--- src/rtl/elastic_pipe_pkg.sv ---
// Shared constants, operation encoding and pointer helper for the elastic pipe.
// Optional level output is enabled by defining ELASTIC_PIPE_LEVEL_EN.
package elastic_pipe_pkg;

  localparam int DEF_L     = 8;
  localparam int DEF_DEPTH = 2;

  typedef enum logic [1:0] {
    OP_IDLE = 2'b00,
    OP_POP  = 2'b01,
    OP_PUSH = 2'b10,
    OP_BOTH = 2'b11
  } op_e;

  // Depth need not be a power of two, so wrap explicitly instead of overflowing.
  function automatic int ptr_inc(input int ptr, input int depth);
    return (ptr == depth - 1) ? 0 : ptr + 1;
  endfunction

endpackage

--- src/rtl/elastic_pipe_if.sv ---
// Valid/ready handshake bundle for both sides of the elastic pipe.
// The pipe itself uses the slave modport; the driving environment uses master.
interface elastic_pipe_if #(
  parameter int L = 8
);
  logic         valid_f;
  logic         ready_f;
  logic [L-1:0] data_f;
  logic         valid_b;
  logic         ready_b;
  logic [L-1:0] data_b;

  modport slave (
    input  valid_f, data_f, ready_b,
    output ready_f, valid_b, data_b
  );

  modport master (
    output valid_f, data_f, ready_b,
    input  ready_f, valid_b, data_b
  );
endinterface

--- src/rtl/elastic_pipe_mem.sv ---
// DEPTH x L storage with a single write port and a registered read output.
// The read register forwards the write data when both target the same entry.
module elastic_pipe_mem #(
  parameter  int L     = 8,
  parameter  int DEPTH = 2,
  localparam int PTR_W = $clog2(DEPTH)
) (
  input  logic             clk,
  input  logic             rst,
  input  logic             we,
  input  logic [PTR_W-1:0] waddr,
  input  logic [L-1:0]     wdata,
  input  logic [PTR_W-1:0] raddr,
  output logic [L-1:0]     rdata
);

  logic [L-1:0] mem_q [DEPTH];
  logic [L-1:0] rdata_d;
  logic [L-1:0] rdata_q;

  always_ff @(posedge clk) begin
    if (we) begin
      mem_q[waddr] <= wdata;
    end
  end

  // Forwarding gives the one-cycle latency when the head entry is written this cycle.
  always_comb begin
    rdata_d = mem_q[raddr];
    if (we && (waddr == raddr)) begin
      rdata_d = wdata;
    end
  end

  always_ff @(posedge clk or negedge rst) begin
    if (!rst) begin
      rdata_q <= '0;
    end else begin
      rdata_q <= rdata_d;
    end
  end

  assign rdata = rdata_q;

endmodule

--- src/rtl/elastic_pipe.sv ---
// Elastic valid/ready buffer of DEPTH entries with fully registered outputs.
// Define ELASTIC_PIPE_LEVEL_EN to expose the occupancy count on port level.
module elastic_pipe
  import elastic_pipe_pkg::*;
#(
  parameter int L     = DEF_L,
  parameter int DEPTH = DEF_DEPTH
) (
  input  logic                         clk,
  input  logic                         rst,
  input  logic                         flush,
  elastic_pipe_if.slave                bus
`ifdef ELASTIC_PIPE_LEVEL_EN
  ,
  output logic [$clog2(DEPTH+1)-1:0]   level
`endif
);

  localparam int PTR_W = $clog2(DEPTH);
  localparam int CNT_W = $clog2(DEPTH + 1);

  logic [CNT_W-1:0] count_d, count_q;
  logic [PTR_W-1:0] wr_ptr_d, wr_ptr_q;
  logic [PTR_W-1:0] rd_ptr_d, rd_ptr_q;
  logic             ready_d, ready_q;
  logic             valid_d, valid_q;
  logic             push;
  logic             pop;
  logic             we;
  logic [L-1:0]     rdata;
  op_e              op;

  assign push = bus.valid_f && ready_q;
  assign pop  = valid_q && bus.ready_b;
  assign op   = op_e'({push, pop});

  // Flush overrides any transfer; a flushed push must not touch storage either.
  always_comb begin
    count_d  = count_q;
    wr_ptr_d = wr_ptr_q;
    rd_ptr_d = rd_ptr_q;
    we       = 1'b0;
    if (flush) begin
      count_d  = '0;
      wr_ptr_d = '0;
      rd_ptr_d = '0;
    end else begin
      case (op)
        OP_PUSH: begin
          we       = 1'b1;
          count_d  = count_q + CNT_W'(1);
          wr_ptr_d = PTR_W'(ptr_inc(int'(wr_ptr_q), DEPTH));
        end
        OP_POP: begin
          count_d  = count_q - CNT_W'(1);
          rd_ptr_d = PTR_W'(ptr_inc(int'(rd_ptr_q), DEPTH));
        end
        OP_BOTH: begin
          we       = 1'b1;
          wr_ptr_d = PTR_W'(ptr_inc(int'(wr_ptr_q), DEPTH));
          rd_ptr_d = PTR_W'(ptr_inc(int'(rd_ptr_q), DEPTH));
        end
        default: begin
          count_d = count_q;
        end
      endcase
    end
    ready_d = (count_d != CNT_W'(DEPTH));
    valid_d = (count_d != '0);
  end

  always_ff @(posedge clk or negedge rst) begin
    if (!rst) begin
      count_q  <= '0;
      wr_ptr_q <= '0;
      rd_ptr_q <= '0;
      ready_q  <= 1'b1;
      valid_q  <= 1'b0;
    end else begin
      count_q  <= count_d;
      wr_ptr_q <= wr_ptr_d;
      rd_ptr_q <= rd_ptr_d;
      ready_q  <= ready_d;
      valid_q  <= valid_d;
    end
  end

  // Reading at the next read pointer keeps data_b aligned with the new head.
  elastic_pipe_mem #(
    .L     (L),
    .DEPTH (DEPTH)
  ) u_mem (
    .clk   (clk),
    .rst   (rst),
    .we    (we),
    .waddr (wr_ptr_q),
    .wdata (bus.data_f),
    .raddr (rd_ptr_d),
    .rdata (rdata)
  );

  assign bus.ready_f = ready_q;
  assign bus.valid_b = valid_q;
  assign bus.data_b  = rdata;

`ifdef ELASTIC_PIPE_LEVEL_EN
  assign level = count_q;
`endif

endmodule

--- src/flat_wrapper.sv ---
// flat-port wrapper written by rule: the top's interface ports become plain ports
module elastic_pipe_flat import elastic_pipe_pkg::*;
#(
  parameter int L     = DEF_L,
  parameter int DEPTH = DEF_DEPTH
)
  (clk, rst, flush, bus_valid_f, bus_data_f, bus_ready_b, bus_ready_f, bus_valid_b, bus_data_b);
  elastic_pipe_if #(.L(L)) bus_i ();
  input  logic clk;
  input  logic rst;
  input  logic flush;
  input wire logic [$bits(bus_i.valid_f)-1:0] bus_valid_f;
  input wire logic [$bits(bus_i.data_f)-1:0] bus_data_f;
  input wire logic [$bits(bus_i.ready_b)-1:0] bus_ready_b;
  output wire logic [$bits(bus_i.ready_f)-1:0] bus_ready_f;
  output wire logic [$bits(bus_i.valid_b)-1:0] bus_valid_b;
  output wire logic [$bits(bus_i.data_b)-1:0] bus_data_b;
  assign bus_i.valid_f = bus_valid_f;
  assign bus_i.data_f = bus_data_f;
  assign bus_i.ready_b = bus_ready_b;
  assign bus_ready_f = bus_i.ready_f;
  assign bus_valid_b = bus_i.valid_b;
  assign bus_data_b = bus_i.data_b;
  elastic_pipe #(.L(L), .DEPTH(DEPTH)) u_core (.clk(clk), .rst(rst), .flush(flush), .bus(bus_i));
endmodule
--- config.mk ---
export PLATFORM = sky130hd
export DESIGN_NAME = elastic_pipe_flat
export DESIGN_NICKNAME = d
export VERILOG_FILES = /design/src/rtl/elastic_pipe_pkg.sv /design/src/rtl/elastic_pipe_if.sv /design/src/rtl/elastic_pipe_mem.sv /design/src/rtl/elastic_pipe.sv /design/src/flat_wrapper.sv
export SDC_FILE = /design/constraint.sdc
export NUM_CORES = 1
export LEC_CHECK = 0
export CAP_MARGIN = 25
export CORE_ASPECT_RATIO = 1.25
export CORE_UTILIZATION = 49
export CTS_CLUSTER_DIAMETER = 40
export DETAILED_ROUTE_END_ITERATION = 8
export PLACE_DENSITY = 0.8
export SLEW_MARGIN = 20
export SYNTH_ARGS = -nofsm -noshare
export SYNTH_HDL_FRONTEND = slang
export SYNTH_SLANG_ARGS = --single-unit
--- constraint.sdc ---
create_clock -name clk -period 2.6 [get_ports clk]
set_input_delay 0.39 -clock clk [delete_from_list [all_inputs] [get_ports clk]]
set_output_delay 0.39 -clock clk [all_outputs]
set_load 0.005 [all_outputs]
==> results.tsv, run 1 <==
stage	metric	value	unit
timing	relSlewSlack	56.8	%
floorplanning	die_area	2620	um^2
timing	skew	6.45	ps
clock_network	cts_setup_buffers	0	
floorplanning	fp.coreArea	2230	um^2
clock_network	cts_hold_buf	0	
worst_setup_path	rrSetupSlack	810	ps
detailed_routing	dr.first_iter.drc_count	7	
pwr	power	1.24	mW
pwr	power_density	829	nW/um^2
grt	first_global_vias	635	
layout	final_common_cell	clkdlybuf4s50_1	
layout	utilization	67.0	%
clock_network	cts-htree-levels	2	
worst_setup_path	path_cells	clkdlybuf4s50_1 > and2_1 > mux2i_4 > mux2_2 > mux2_2	
timing	final.setup.tns	0	ps
worst_setup_path	critPathTopFamily	multiplexers	
placement	io_buffers	22	
detailed_routing	drc_errors	0	
placement	dp.cells	123	
timing	slew_violations	0	
grt	globalRouteOverflowTotal	0	
clock_network	cts_sinks	30	
layout	layout_common_cells	clkdlybuf4s50_1, edfxtp_1, dfrtp_1	
floorplanning	start_util	53.0	%
placement	place_worst_setup_slack	290	ps
timing	fin_hold_ws	452	ps
floorplanning	fp.dieH	57.0	um
layout	num_antenna_cells	0	
pwr	combPwrFrac	28.8	%
pwr	p_leak	0.579	nW
pwr	p_sw	0.322	mW
detailed_routing	via_per_inst	4.95	
floorplanning	die_width	46.0	um
worst_setup_path	path_common_cell	mux2_2	
grt	grt_max_degree	15	
timing	min_period	1950	ps
worst_setup_path	rr_worst_depth	4	
detailed_routing	drt_wl_total	1830	um
layout	drive_gt1_share	23.0	%
logic_synthesis	synth_area	1180	um^2
layout	fin_nets	113	
logic_synthesis	synthCells	69	
floorplanning	pin_count	23	
logic_synthesis	synth-seq-cells	30	
worst_setup_path	crit_required	2820	ps
pwr	p_int	0.919	mW
layout	area_growth_syn_to_layout	26.4	%
clock_network	cts_root_buf	clkbuf_4	
layout	finish.instance_area	1500	um^2
worst_setup_path	crit_fanout	9	
layout	n_fill_cell	185	
clock_network	clockBufferDepth	2	
worst_setup_path	arrival	2170	ps
clock_network	cts_tree	built	
outcome	status	complete, no violations	
worst_setup_path	crit_type	primary input to flop	
placement	routabilityCongestion	0.675	
clock_network	numCtsBuffers	5	
pwr	peakVddDrop	587	uV
floorplanning	rows	19	
grt	grt_antenna_before_repair	0	
layout	multiInputGateArea	334	um^2
logic_synthesis	yosysSeqAreaShare	70.2	%
grt	grt_pass1_wl	2970	um
job	max-cap-violations	0	
detailed_routing	ant_nets	0	
worst_setup_path	startpoint_type	primary input	
clock_network	path_clk_slew	90	ps
hold_path	min_path_type	primary input to asynchronous set/reset pin	
pwr	sw_frac_of_total	26.0	%
logic_synthesis	synth.distinct_cells	22	
pwr	seq_power_share	50.8	%
clock_network	postCtsResizedCells	0	
layout	final_cells	131	
worst_setup_path	critPathCaptureType	flop	
timing	rsz0062_at_grt	no	
grt	grt_use_total	17.2	%
detailed_routing	vias	648	
timing	finalSetupViolations	0	
logic_synthesis	syn-num-nets	83	
layout	ff_latch_area	832	um^2
timing	worst_slack	652	ps
pwr	pwr-share-clk	20.3	%
detailed_routing	wire_per_inst	14.0	um
logic_synthesis	synth_area_per_cell	17.2	um^2
placement	dpl_cell_area	1450	um^2
logic_synthesis	synthesis.yosys.warnings	0	
detailed_routing	dr.pass1.iters	3	
worst_setup_path	r2r_end	u_core.u_mem.rdata[0]	
clock_network	insertion_delay	330	ps
worst_setup_path	regToRegStartpoint	u_core.bus.valid_b	
timing	max_freq	513	MHz
worst_setup_path	critPathSlowestCell	clkdlybuf4s50_1	
timing	worst_pin_slew	646	ps
worst_setup_path	cp_num_buf_inv	1	
timing	hold_violations	0	
timing	finalCritPeriodShare	74.9	%
worst_setup_path	slowest_delay	450	ps
-- area by class of cell --
type / count / area share (%)
Clock buffer: 6 / 2.76
Clock inverter: 2 / 0.585
Inverter: 2 / 0.501
Multi-Input combinational cell: 36 / 22.3
Sequential cell: 30 / 55.6
Tap cell: 31 / 2.59
Timing Repair Buffer: 24 / 15.7
-- logic make-up after synthesis --
family,share of synthesized area [%]
and+or+nand+nor,4.96
AOI/OAI and AO/OA,0.844
muxes,18.4
buffers and inverters,1.58
adders and majority gates,1.06
DFF,70.2
xor gates and xnor gates,2.96
-- power groups by stage --
stage / Combinational (mW) / Sequential (mW) / Clock, mW
3_5_place_dp: 0.362 / 0.643 / 0
3_3_place_gp: 0.360 / 0.639 / 0
6_report: 0.358 / 0.631 / 0.252
4_1_cts: 0.363 / 0.632 / 0.257
5_1_grt: 0.387 / 0.638 / 0.280
2_1_floorplan: 0.204 / 0.645 / 0
-- worst max-delay path by stage --
stage | start | end | slack, ps | cells after the start
2_1_floorplan | u_core.bus.ready_f | u_core.u_mem.rdata[0] | 420 | 4
3_5_place_dp | bus_ready_b | u_core.u_mem.rdata[0] | 290 | 5
5_1_grt | bus_ready_b | u_core.u_mem.rdata[6] | 590 | 5
6_report | bus_ready_b | u_core.u_mem.rdata[0] | 650 | 5
4_1_cts | bus_ready_b | u_core.u_mem.rdata[0] | 640 | 5
3_3_place_gp | bus_ready_b | u_core.u_mem.rdata[0] | 290 | 5
-- sequential cells by signal, summed over array words and instances (netlist names) --
register            flops
u_core.u_mem.rdata      8
u_core.wr_ptr_q         1
u_core.rd_ptr_q         1
u_core.u_mem.mem_q     16
u_core.bus.ready_f      1
u_core.bus.valid_b      1
u_core.count_q          2
-- routing by layer --
metal	global-route usage (%)	vias up	share of wire (%)
li1	-	307	-
met1	20.2	318	42
met2	26.2	17	50
met3	7.59	6	5.2
met4	8.82	0	2.5
met5	0	-	0
-- worst register-to-register path, stage by stage, from the launching register on --
cell	delay, ps
dfrtp_1	350
and2_1	240
mux2i_4	450
mux2_2	390
mux2_2	260
-- synth_stat cells (all sizes together) --
master  number  area, um^2
a21oi        1        5.00
and2         1        6.26
buf          1        11.3
dfrtp       13         325
dfstp        1        26.3
edfxtp      16         480
ha           1        12.5
inv          2        7.51
mux2        17         195
mux2i        1        22.5
nand2        2        7.51
nand2b       2        12.5
nor2         2        7.51
nor2b        1        6.26
nor3         1        5.00
nor3b        1        7.51
o21ai        1        5.00
or3          1        6.26
xnor2        3        26.3
xor2         1        8.76
Note: power is estimated with default switching activity, not from simulation.
==> inputs of run 2 (changes only) <==
clock period = 1.9 ns   (was 2.6 ns; I/O delays follow)
==> run 2 against run 1 <==
Against the previous run:
- sequential power increased by 37%
- largest cell class unchanged
- worst setup slack got worse by 540 ps
- critical endpoint is now u_core.bus.valid_b
- die area unchanged
- via count increased by 5.7%
==> results.tsv, run 2 (synthesis results as in run 1) <==
stage	metric	value	unit
floorplanning	die_width	46.0	um
clock_network	path_clk_slew	90	ps
worst_setup_path	crit_start	u_core.bus.valid_b	
layout	finish.instance_area	1580	um^2
clock_network	numCtsBuffers	5	
grt	grt_antenna_before_repair	0	
detailed_routing	dr.first_iter.drc_count	9	
placement	dp_hpwl	1400	um
floorplanning	start_util	53.0	%
timing	min_period	1790	ps
job	max-cap-violations	0	
timing	finalCritPeriodShare	94.1	%
outcome	status	complete, no violations	
worst_setup_path	critPathCaptureType	flop	
worst_setup_path	path_cells	and2_1 > buf_4 > ha_1 > or3_1 > a21oi_2 > nand2b_1	
pwr	sw_frac_of_total	26.1	%
layout	final_cells	138	
timing	max_freq	560	MHz
worst_setup_path	arrival	2050	ps
grt	grt_max_degree	10	
hold_path	min_path_type	primary input to asynchronous set/reset pin	
worst_setup_path	crit_type	flop to flop	
layout	area_growth_syn_to_layout	33.1	%
detailed_routing	wire_per_inst	13.9	um
clock_network	cts_tree	built	
detailed_routing	wl_met1	714	um
pwr	peakVddDrop	739	uV
worst_setup_path	crit_required	2170	ps
floorplanning	fp.dieH	57.0	um
clock_network	postCtsResizedCells	0	
clock_network	clockBufferDepth	2	
detailed_routing	drc_errors	0	
layout	final_common_cell	clkdlybuf4s50_1	
worst_setup_path	slowest_delay	400	ps
pwr	power_density	1120	nW/um^2
timing	slew_violations	0	
pwr	pwr-share-clk	19.2	%
timing	worst_pin_slew	328	ps
worst_setup_path	critPathSlowestCell	or3_1	
timing	skew	5.58	ps
pwr	combPwrFrac	31.9	%
detailed_routing	via_per_inst	4.96	
placement	dpl_cell_area	1520	um^2
placement	dp.cells	130	
grt	first_global_vias	751	
detailed_routing	wl_met3	95	um
clock_network	cts_root_buf	clkbuf_4	
placement	routabilityCongestion	0.678	
detailed_routing	drt_wl_total	1920	um
pwr	p_leak	0.621	nW
floorplanning	rows	19	
pwr	power	1.77	mW
layout	largest_register_ffs	16	
floorplanning	fp.coreArea	2230	um^2
layout	num_antenna_cells	0	
timing	finalSetupViolations	0	
grt	grt_pass1_wl	3330	um
clock_network	cts_setup_buffers	0	
layout	max_flop_register	u_core.u_mem.mem_q	
layout	layout_common_cells	clkdlybuf4s50_1, edfxtp_1, dfrtp_1	
grt	globalRouteOverflowTotal	0	
worst_setup_path	rr_worst_depth	6	
placement	io_buffers	22	
pwr	p_sw	0.463	mW
detailed_routing	wl_met2	1060	um
layout	drive_gt1_share	30.8	%
clock_network	insertion_delay	330	ps
floorplanning	pin_count	23	
clock_network	cts-htree-levels	2	
worst_setup_path	regToRegStartpoint	u_core.bus.valid_b	
timing	hold_violations	0	
layout	fin_nets	120	
worst_setup_path	crit_fanout	3	
floorplanning	die_area	2620	um^2
worst_setup_path	rrSetupSlack	110	ps
pwr	p_int	1.31	mW
pwr	seq_power_share	48.9	%
clock_network	cts_hold_buf	0	
worst_setup_path	startpoint_type	flop	
worst_setup_path	r2r_end	u_core.bus.valid_b	
grt	grt_use_total	19.4	%
detailed_routing	ant_nets	0	
detailed_routing	vias	685	
clock_network	cts_sinks	30	
timing	relSlewSlack	78.1	%
detailed_routing	dr.pass1.iters	4	
detailed_routing	maxUsedRoutingLayer	met4	
## run 2: critical path: cells and delay by family (launching register included)
| family | cells | cell delay [ps] |
|---|---|---|
| and+or+nand+nor | 3 | 720 |
| adders and majority gates | 1 | 300 |
| DFF | 1 | 390 |
| buffers and inverters | 1 | 150 |
| AOI/OAI and AO/OA | 1 | 180 |
## run 2: per-layer routing
layer	vias up	global-route usage [%]
met5	-	0
met4	0	10.1
met3	6	7.59
met2	21	31.8
met1	336	21.0
li1	322	-
## run 2: power by group through the flow
stage | Clock (mW) | Combinational [mW] | Sequential (mW)
after floorplan | 0 | 0.283 | 0.883
after detailed placement | 0 | 0.567 | 0.883
final | 0.340 | 0.566 | 0.867
after global placement | 0 | 0.550 | 0.877
after CTS | 0.353 | 0.572 | 0.870
after global routing | 0.384 | 0.621 | 0.881
## run 2: area by class of cell
class | instances | area [um^2]
Sequential cell | 30 | 832
Tap cell | 31 | 38.8
Inverter | 2 | 7.51
Clock inverter | 2 | 8.76
Fill cell | 167 | 658
Timing Repair Buffer | 31 | 300
Multi-Input combinational cell | 36 | 348
Clock buffer | 6 | 41.3
## run 2: how the worst max path moves through the flow
stage,end,slack (ps),cells after the start
2_1_floorplan,u_core.u_mem.rdata[0],30,4
5_1_grt,u_core.bus.valid_b,-7,6
4_1_cts,u_core.bus.valid_b,70,6
3_5_place_dp,u_core.u_mem.rdata[1],-200,6
3_3_place_gp,u_core.u_mem.rdata[6],-150,6
6_report,u_core.bus.valid_b,110,6
## run 2: through the flow
step | utilization, % | setup slack [ps] | setup TNS (ps) | hold WS (ps)
2_1_floorplan | - | 29.3 | 0 | -10.6
3_3_place_gp | 68.1 | -153 | -1470 | 541
3_5_place_dp | 68.1 | -200 | -1890 | 580
4_1_cts | 70.4 | 70.6 | 0 | 217
5_1_grt | 70.5 | -6.57 | -6.57 | 236
6_report | 70.5 | 113 | 0 | 210
==> variant: new RTL, settings of run 2 <==
Change the package constant `DEF_DEPTH` from 2 to 4.
--- a/src/rtl/elastic_pipe_pkg.sv
+++ b/src/rtl/elastic_pipe_pkg.sv
@@ -3,7 +3,7 @@
 package elastic_pipe_pkg;
 
   localparam int DEF_L     = 8;
-  localparam int DEF_DEPTH = 2;
+  localparam int DEF_DEPTH = 4;
 
   typedef enum logic [1:0] {
     OP_IDLE = 2'b00,
Behaviour: not the same (Yosys sat finds a counterexample within 4 cycles, from zero or initial values and one cycle with rst low).
==> variant against run 2 <==
The flow now finishes with violations (setup timing); power rose by 64%; utilization decreased by 4.8 points; design area grew 71%; sequential cell count grew 19; die area up 73%; maximum frequency decreased by 6.9%; largest cell class unchanged; synthesized area is 77% higher; worst hold slack gained 0.052 ns; critical endpoint is now u_core.u_mem.rdata[3]; worst setup slack got worse by 0.13 ns; wire length grew 120%; highest routed layer unchanged; via count rose by 89%.
==> variant: results (changes against run 2) <==
\begin{tabular}{lr}
\hline
Metric & Value \\
\hline
\multicolumn{2}{l}{\textbf{Detailed routing}} \\
\quad Iter 0 DRT Violations & 57 (was 9) \\
\multicolumn{2}{l}{\textbf{Synth}} \\
\quad Number of synthesized register bits & 49 (was 30) \\
\quad Post-synth cell types & 29 (was 22) \\
\quad Mean post-synth cell area & 14.4 um2 (was 17.2 um2) \\
\quad Mux share of post-synthesis cell area & 0.0729 (was 0.184) \\
\quad Post-Syn Nets & 165 (was 83) \\
\quad EDFF count, synth & 32 (was 16) \\
\quad Most numerous cell types in the synthesized netlist & 32 x edfxtp\_1, 27 x nand2\_1, 16 x dfrtp\_1 (was 16 x edfxtp\_1, 13 x dfrtp\_1, 12 x mux2\_2) \\
\quad Share of synthesized area occupied by flip-flops and latches & 0.663 (was 0.702) \\
\multicolumn{2}{l}{\textbf{Global route}} \\
\quad GRT Overall Usage & 0.215 (was 0.194) \\
\quad Met2 Usage GRT & 0.374 (was 0.318) \\
\quad Global-route wire length before repair & 6.55 mm (was 3.33 mm) \\
\multicolumn{2}{l}{\textbf{Run status}} \\
\quad Failing checks & setup timing \\
\quad Outcome & finished, violations left (was completed) \\
\multicolumn{2}{l}{\textbf{Placement}} \\
\quad Final weighted congestion of routability-driven global placement & 0.771 (was 0.678) \\
\quad Inst Count DP & 232 (was 130) \\
\multicolumn{2}{l}{\textbf{Cells and area}} \\
\quad Share of final layout cell area taken by clock buffers and inverters & 0.0399 (was 0.0317) \\
\quad Fraction of final layout cells sized beyond drive strength 1 & 0.263 (was 0.308) \\
\quad Final layout net count & 205 (was 120) \\
\quad Share of cell area taken by flip-flops and latches & 0.515 (was 0.528) \\
\quad Non-clock inverter count in the final layout & 4 (was 2) \\
\multicolumn{2}{l}{\textbf{Timing}} \\
\quad PnR worst setup slack & -0.0197 ns (was 0.113 ns) \\
\quad Final setup violation count & 5 (was 0) \\
\quad Summed negative setup slack over all endpoints & -0.0325 ns (was 0 ns) \\
\multicolumn{2}{l}{\textbf{Power and ir drop}} \\
\quad Clock network fraction of design power & 0.241 (was 0.192) \\
\quad PnR Total Power & 2.90 mW (was 1.77 mW) \\
\multicolumn{2}{l}{\textbf{Clocking}} \\
\quad Latest clock arrival within the worst-skew pair & 0.31 ns (was 0.33 ns) \\
\quad \# Post-CTS Setup Buffers & 2 (was 0) \\
\multicolumn{2}{l}{\textbf{Worst setup path}} \\
\quad Master of the slowest instance on the critical path & dfrtp\_1 (was or3\_1) \\
\quad Worst EP arrival & 2.12 ns (was 2.05 ns) \\
\hline
\end{tabular}
-- variant: cell types whose count changed in the layout (fill, tap and decap cells not counted), sizes merged, moves of 2 or more --
cell,before,now
edfxtp,16,32
inv,2,5
dfrtp,13,16
nand2,2,27
a21oi,1,10
nand2b,2,0
nor2,2,7
buf,9,15
mux2,17,8
nand3,0,2
and2,1,5
ha,1,6
a32oi,0,8
-- variant: worst max path at each step --
stage / slack (ns) / from / endpoint / cells past startpoint
2_1_floorplan: 0.005 / u_core.rd_ptr_q[0] / u_core.u_mem.rdata[0] / 7
5_1_grt: -0.12 / u_core.rd_ptr_q[1] / u_core.u_mem.rdata[3] / 8
6_report: -0.02 / u_core.rd_ptr_q[1] / u_core.u_mem.rdata[3] / 8
4_1_cts: -0.03 / u_core.rd_ptr_q[0] / u_core.u_mem.rdata[3] / 7
3_3_place_gp: -0.21 / bus_valid_f / u_core.bus.valid_b / 8
3_5_place_dp: -0.26 / bus_ready_b / u_core.bus.ready_f / 9
